## src/rtl/vga_timing_pkg.sv

```systemverilog
// Default 640x480@60 raster constants shared by the VGA timing generator.
package vga_timing_pkg;

  localparam int DEF_H_ACTIVE = 640;
  localparam int DEF_H_FP     = 16;
  localparam int DEF_H_SYNC   = 96;
  localparam int DEF_H_BP     = 48;
  localparam int DEF_V_ACTIVE = 480;
  localparam int DEF_V_FP     = 10;
  localparam int DEF_V_SYNC   = 2;
  localparam int DEF_V_BP     = 33;
  localparam logic DEF_SYNC_POL = 1'b0;
  localparam int DEF_CNT_W    = 10;

  localparam int DEF_H_TOTAL = DEF_H_ACTIVE + DEF_H_FP + DEF_H_SYNC + DEF_H_BP;
  localparam int DEF_V_TOTAL = DEF_V_ACTIVE + DEF_V_FP + DEF_V_SYNC + DEF_V_BP;

  // Sync windows are half-open: [START, END)
  localparam int DEF_H_SYNC_START = DEF_H_ACTIVE + DEF_H_FP;
  localparam int DEF_H_SYNC_END   = DEF_H_SYNC_START + DEF_H_SYNC;
  localparam int DEF_V_SYNC_START = DEF_V_ACTIVE + DEF_V_FP;
  localparam int DEF_V_SYNC_END   = DEF_V_SYNC_START + DEF_V_SYNC;

  function automatic logic sync_level(input logic active, input logic pol);
    return active ? pol : ~pol;
  endfunction

endpackage

```

## src/rtl/vga_timing_gen_mod_counter.sv

```systemverilog
// Modulo-MOD counter that resets to its terminal count so the first increment lands on 0.
module mod_counter #(
  parameter int MOD = 800,
  parameter int W   = 10
) (
  input  logic         clk_in,
  input  logic         rst,
  input  logic         inc,
  output logic [W-1:0] count,
  output logic         wrap
);

  localparam logic [W-1:0] LAST = W'(MOD - 1);

  assign wrap = inc && (count == LAST);

  always_ff @(posedge clk_in or negedge rst) begin
    if (!rst) begin
      count <= LAST;
    end else if (inc) begin
      count <= wrap ? '0 : count + 1'b1;
    end
  end

endmodule

```

## src/rtl/vga_timing_gen.sv

```systemverilog
// Raster timing generator: position counters plus registered sync/video/strobe decode.
module vga_timing_gen
  import vga_timing_pkg::*;
#(
  parameter int   H_ACTIVE = DEF_H_ACTIVE,
  parameter int   H_FP     = DEF_H_FP,
  parameter int   H_SYNC   = DEF_H_SYNC,
  parameter int   H_BP     = DEF_H_BP,
  parameter int   V_ACTIVE = DEF_V_ACTIVE,
  parameter int   V_FP     = DEF_V_FP,
  parameter int   V_SYNC   = DEF_V_SYNC,
  parameter int   V_BP     = DEF_V_BP,
  parameter logic SYNC_POL = DEF_SYNC_POL,
  parameter int   CNT_W    = DEF_CNT_W
) (
  input  logic             clk_in,
  input  logic             rst,
  input  logic             en,
  output logic             hsync,
  output logic             vsync,
  output logic             video_on,
  output logic [CNT_W-1:0] pixel_x,
  output logic [CNT_W-1:0] pixel_y,
  output logic             line_start,
  output logic             frame_start
);

  localparam int H_TOTAL = H_ACTIVE + H_FP + H_SYNC + H_BP;
  localparam int V_TOTAL = V_ACTIVE + V_FP + V_SYNC + V_BP;

  localparam logic [CNT_W-1:0] H_VIS    = CNT_W'(H_ACTIVE);
  localparam logic [CNT_W-1:0] V_VIS    = CNT_W'(V_ACTIVE);
  localparam logic [CNT_W-1:0] HS_START = CNT_W'(H_ACTIVE + H_FP);
  localparam logic [CNT_W-1:0] HS_END   = CNT_W'(H_ACTIVE + H_FP + H_SYNC);
  localparam logic [CNT_W-1:0] VS_START = CNT_W'(V_ACTIVE + V_FP);
  localparam logic [CNT_W-1:0] VS_END   = CNT_W'(V_ACTIVE + V_FP + V_SYNC);

  logic [CNT_W-1:0] h_cnt, v_cnt;
  logic [CNT_W-1:0] x_nxt, y_nxt;
  logic             h_wrap, v_wrap;

  mod_counter #(.MOD(H_TOTAL), .W(CNT_W)) u_h_cnt (
    .clk_in (clk_in),
    .rst    (rst),
    .inc    (en),
    .count  (h_cnt),
    .wrap   (h_wrap)
  );

  mod_counter #(.MOD(V_TOTAL), .W(CNT_W)) u_v_cnt (
    .clk_in (clk_in),
    .rst    (rst),
    .inc    (h_wrap),
    .count  (v_cnt),
    .wrap   (v_wrap)
  );

  assign pixel_x = h_cnt;
  assign pixel_y = v_cnt;

  // Next position mirrors what the counters load on this edge, so decode lines up with them.
  always_comb begin
    x_nxt = h_cnt;
    y_nxt = v_cnt;
    if (h_wrap)  x_nxt = '0;
    else if (en) x_nxt = h_cnt + 1'b1;
    if (v_wrap)      y_nxt = '0;
    else if (h_wrap) y_nxt = v_cnt + 1'b1;
  end

  always_ff @(posedge clk_in or negedge rst) begin
    if (!rst) begin
      hsync       <= ~SYNC_POL;
      vsync       <= ~SYNC_POL;
      video_on    <= 1'b0;
      line_start  <= 1'b0;
      frame_start <= 1'b0;
    end else begin
      hsync       <= sync_level((x_nxt >= HS_START) && (x_nxt < HS_END), SYNC_POL);
      vsync       <= sync_level((y_nxt >= VS_START) && (y_nxt < VS_END), SYNC_POL);
      video_on    <= (x_nxt < H_VIS) && (y_nxt < V_VIS);
      line_start  <= h_wrap;
      frame_start <= v_wrap;
    end
  end

endmodule

```

## config.mk

```make
export PLATFORM = sky130hd
export DESIGN_NAME = vga_timing_gen
export DESIGN_NICKNAME = d
export VERILOG_FILES = /design/src/rtl/vga_timing_pkg.sv /design/src/rtl/vga_timing_gen_mod_counter.sv /design/src/rtl/vga_timing_gen.sv
export SDC_FILE = /design/constraint.sdc
export NUM_CORES = 1
export LEC_CHECK = 0
export BUFFER_PORTS_ARGS = -buffer_cell sky130_fd_sc_hd__buf_2
export CORE_MARGIN = 3
export CORE_UTILIZATION = 40
export CTS_BUF_LIST = sky130_fd_sc_hd__clkbuf_8
export CTS_CLUSTER_DIAMETER = 120
export DETAILED_ROUTE_END_ITERATION = 12
export RECOVER_POWER = 50
export SYNTH_ARGS = -nofsm -noshare
export SYNTH_HDL_FRONTEND = slang
export SYNTH_SLANG_ARGS = --single-unit
```

## constraint.sdc

```tcl
create_clock -name clk_in -period 4.14 [get_ports clk_in]
set_clock_uncertainty 0.15 [all_clocks]
set_input_delay 0.207 -clock clk_in [delete_from_list [all_inputs] [get_ports clk_in]]
set_output_delay 0.207 -clock clk_in [all_outputs]
set_load 0.02 [all_outputs]
```

==> Word level (Yosys, flattened, before mapping) <==
Index checks and enable logic that the tools add are counted.
{ "classes": {"add_sub_neg": 2, "magnitude_cmp": 6, "n_eq_ne": 2, "muxes": 8, "reduce_logical": 5} }
{ "ops": {"columns": ["operator", "n"], "rows": [
  ["two-way mux 10 bit", 6],
  ["adder 10 x 1 -> 10 bit (second input constant)", 2],
  ["equality test 10 bit (second input constant)", 2],
  ["< comparator 10 bit (second input constant)", 2],
  ["< comparator 10 x 9 -> 1 bit (second input constant)", 2],
  ["greater-or-equal comparator 10 bit (second input constant)", 1],
  ["greater-or-equal comparator 10 x 9 -> 1 bit (second input constant)", 1],
  ["logical AND 1 bit", 5],
  ["two-way mux 1 bit", 2]
]} }
{ "totals": {"reg_bits": 25, "output_inout_bits": 25} }

==> Logic depth before layout (Yosys ltp) <==
{ "logic_depth": {"depth_word": 7, "ltp_mapped": 7, "ltp_nobuf": 7} }

==> Hierarchy <==
A second synthesis with hierarchy kept.
{ "hier_totals": {"cells_unflattened": 170, "hier_area_um2": 1664.1} }
{ "modules_own_cells": {"columns": ["module", "n_inst", "cells_per_inst", "area_per_inst_um2", "seq_area_each_um2"], "rows": [
  ["vga_timing_gen", 1, 71, 580.6, 127.6],
  ["mod_counter at u_v_cnt", 1, 52, 548.0, 254.0],
  ["mod_counter at u_h_cnt", 1, 47, 535.5, 259.0]
]} }

==> Worst setup path after synthesis <==
Ideal clock, no wire load.
{ "synth_timing": {"path_type": "register to register", "from": "register u_h_cnt.count[0]", "to": "register video_on", "setup_time_ps": 120, "t_arrival_ps": 2040, "required_ps": 3870, "path_slack_ps": 1830, "path_stages_with_launch": 7, "n_path_buf": 0, "path_cell_list": "dfstp_2 -> ha_1 -> and4_4 -> nand3_2 -> or4_4 -> a22oi_2 -> and3b_1"} }
{ "synth_between": {"elab_chain_len": 6} }
{ "synth_lines": {"columns": ["element", "line", "text"], "rows": [
  ["start: declaration", "vga_timing_gen_mod_counter.sv:9", "output logic [W-1:0] count,"],
  ["start signal: assignment", "vga_timing_gen_mod_counter.sv:21", "count <= wrap ? '0 : count + 1'b1;"],
  ["branches (longest 5 deep; another with adder 10 x 1 -> 10 bit)", null, null],
  ["logical AND 1 bit (*)", "vga_timing_gen.sv:81", "video_on <= (x_nxt < H_VIS) && (y_nxt < V_VIS);"],
  ["end signal: assignment", "vga_timing_gen.sv:81", null],
  ["end: declaration", "vga_timing_gen.sv:21", "output logic video_on,"]
]} }
Every way passes the cells marked *.
A chain may end at the register's enable or synchronous reset.

==> Worst setup path in the final report <==
Ends and elaborated chain as after synthesis.

==> out/qor.txt <==
Core area: 3180 sq um
Critical Path Source Type: flip-flop
Post-Syn Nets: 145
Min-Delay Path Class: in -> reg
Hold slack: 0.122 ns
CP max FO: 12
Total GRT Usage: 15.8%
First-pass GRT wire length: 5.15 mm
Worst-Margin Slew: 1.29 ns
Synthesized area per cell: 9.94 sq um
Chip Width: 64.8 um
DR vias: 1,155
Drt drc: 0
Setup TNS: 0 ns
Site Rows: 20
Largest net degree at the start of global routing: 26
Routability cong.: 0.869
Root Driver: clkbuf_8
Worst setup EP type: flip-flop
Relative slew slack: 13.8%
Place WS: 1.63 ns
1st-iter DRT viols: 74
I/O pin cnt: 28
Status: finished clean
Starting Density: 43.5%
TritonCTS Buffers: 3
Antenna Violating Nets Remaining: 0
Netlist cell types: 44
Wirelength per Cell: 14.7 um
Worst EP required: 4.15 ns
Post-synth ARST share: 100%
Layout cells sized above 1: 22.9%
Vias in the first global route: 1,085
Number of enable flip-flop cells after synthesis: 0
RSZ-0062 raised after global routing: no
Power Density: 432 nW/um^2
N_diodes: 0
Max_cap viols: 0
Via density: 5.50
Die ar.: 4190 sq um
Worst-Skew Late Latency: 0.26 ns
Initial antenna violation count: 0
Max-slew violation count: 0
YS warnings: 0
Clk sink count: 25
CTS tree: yes
Drt first pass iters: 4
Crit path time final: 2.58 ns
Met3 WL post-DR: 125 um
Finish-stage setup viols: 0
Max Used Layer: met4
Endpoints failing hold: 0
Yosys reg bits: 25
P&R area growth vs syn: 14.3%
I/O Buffers: 27
Clock slew at reported path FFs: 0.09 ns
Final period utilization: 62.4%
Total Power: 0.683 mW
Clock Tree Buf Depth: 2
Height of the die: 64.8 um
Top FF cell, synth: dfrtp_1
Synth Cell Area: 1380 sq um
Number of nets in the layout: 173
Gr ovfl total: 0
Peak supply drop: 0.000328 V
DRT Wirelength: 3.09 mm
Crit Path Category: reg -> reg
Met1 wire length: 1.48 mm
Sequential area share after synthesis: 46.4%
Fmax achieved: 387 MHz
Final HPWL DP: 2.28 mm
Final worst slack: 1.56 ns
Cells after Synth: 139
H-tree depth: 1
Final cell count without fillers: 210
Met2 Wirelength: 1.42 mm
Pleak: 0.663 nW
CP arrival: 2.60 ns
Cells after DPL: 205
## timing repair
action                    CTS  global route
setup buffers               0             0
hold endpoints to repair   13             0
hold buffers                1             0
resized for setup           0             0
## report_power, final
group	switching (mW)	internal [mW]	total, mW
sequential	0.0537	0.296	0.349
combinational	0.112	0.0736	0.186
clock	0.0800	0.0673	0.147
## path summary, 6_finish.rpt
| path | slack, ns | from | end | cells past startpoint |
|---|---|---|---|---|
| hold reg to reg | 0.38 | u_h_cnt.count[2]$_DFFE_PN1P_ | u_h_cnt.count[2]$_DFFE_PN1P_ | 1 |
| setup / recovery | 1.56 | u_h_cnt.count[0]$_DFFE_PN1P_ | video_on$_DFF_PN0_ | 6 |
| hold / removal | 0.12 | en | u_h_cnt.count[2]$_DFFE_PN1P_ | 3 |
| min in group asynchronous | 0.59 | rst | frame_start$_DFF_PN0_ | 2 |
| max in group asynchronous | 2.50 | rst | u_v_cnt.count[1]$_DFFE_PN0N_ | 2 |
| setup reg to reg | 1.56 | u_h_cnt.count[0]$_DFFE_PN1P_ | video_on$_DFF_PN0_ | 6 |
## synthesized netlist by cell type, types with 2 or more instances
library cell / n / area share, %
nand2_1: 14 / 3.8
dfrtp_1: 13 / 24
dfstp_2: 12 / 23
nand4_1: 10 / 4.5
nor2_1: 9 / 2.4
o21ai_0: 8 / 2.9
nand3_1: 7 / 2.5
xnor2_1: 5 / 3.2
xor2_1: 5 / 3.2
a21oi_1: 4 / 1.4
inv_1: 4 / 1.1
nor3_1: 4 / 1.4
and2_1: 3 / 1.4
ha_1: 3 / 2.7
o31ai_1: 3 / 1.6
or4_1: 3 / 1.6
and3_1: 2 / 0.91
and3b_1: 2 / 1.3
clkbuf_1: 2 / 0.54
nand3b_1: 2 / 1.1
## layout make-up
class	instances	area, sq um
clock buffers	3	41.3
repair buffers	28	130
fillers	310	1600
clock inverters	1	5.00
multi-input cells	104	688
flip-flops and latches	25	641
well taps	44	55.1
inverters	5	18.8
## cells in the final DEF (no fill, tap or decap), types with 2 or more instances in the layout
master    netlist  routed
nor3_1          4       4
inv_1           4       4
dfrtp_1        13      13
and2_1          3       3
nand4_1        10      10
nand3b_1        2       2
nand2_1        14      14
dfstp_2        12      11
xor2_1          5       5
buf_2           0      15
clkbuf_1        2      12
nand3_1         7       7
and3b_1         2       2
a21oi_1         4       4
o21ai_0         8       8
ha_1            3       3
nor2_1          9       9
and3_1          2       2
xnor2_1         5       5
or4_1           3       3
clkbuf_8        0       3
o31ai_1         3       3
## sequential cells by signal (all words and copies together), names as in the netlist
signal,flops
line_start,1
hsync,1
video_on,1
u_v_cnt.count,10
u_h_cnt.count,10
frame_start,1
vsync,1
## logic make-up (layout without fill, tap and decap cells)
logic type	after synthesis	in the layout	synth area share, %
compound gates	22	22	10.4
xor+xnor	10	10	6.34
fa+ha+maj	3	3	2.72
buf+inv	10	37	3.80
flops	25	25	46.4
mux	2	2	1.54
simple gates	67	67	28.8
## per-layer routing
layer	global-route usage [%]	vias up
met2	24.4	26
met5	0	-
met3	2.77	6
li1	-	564
met1	22.0	559
met4	5.80	0
## metrics by stage
stage	utilization [%]	cell area [sq um]
finish	49.7	1580
global route	49.7	1580
CTS	50.2	1590
detailed placement	48.4	1540
global placement	48.4	1540
floorplan	-	1380
## critical path, stage by stage (launching register included)
cell,delay [ns]
dfstp_1,0.61
ha_1,0.25
and4_4,0.26
nand3_2,0.21
or4_4,0.59
a22oi_2,0.22
and3b_1,0.19
Note: power is estimated with default switching activity, not from simulation.
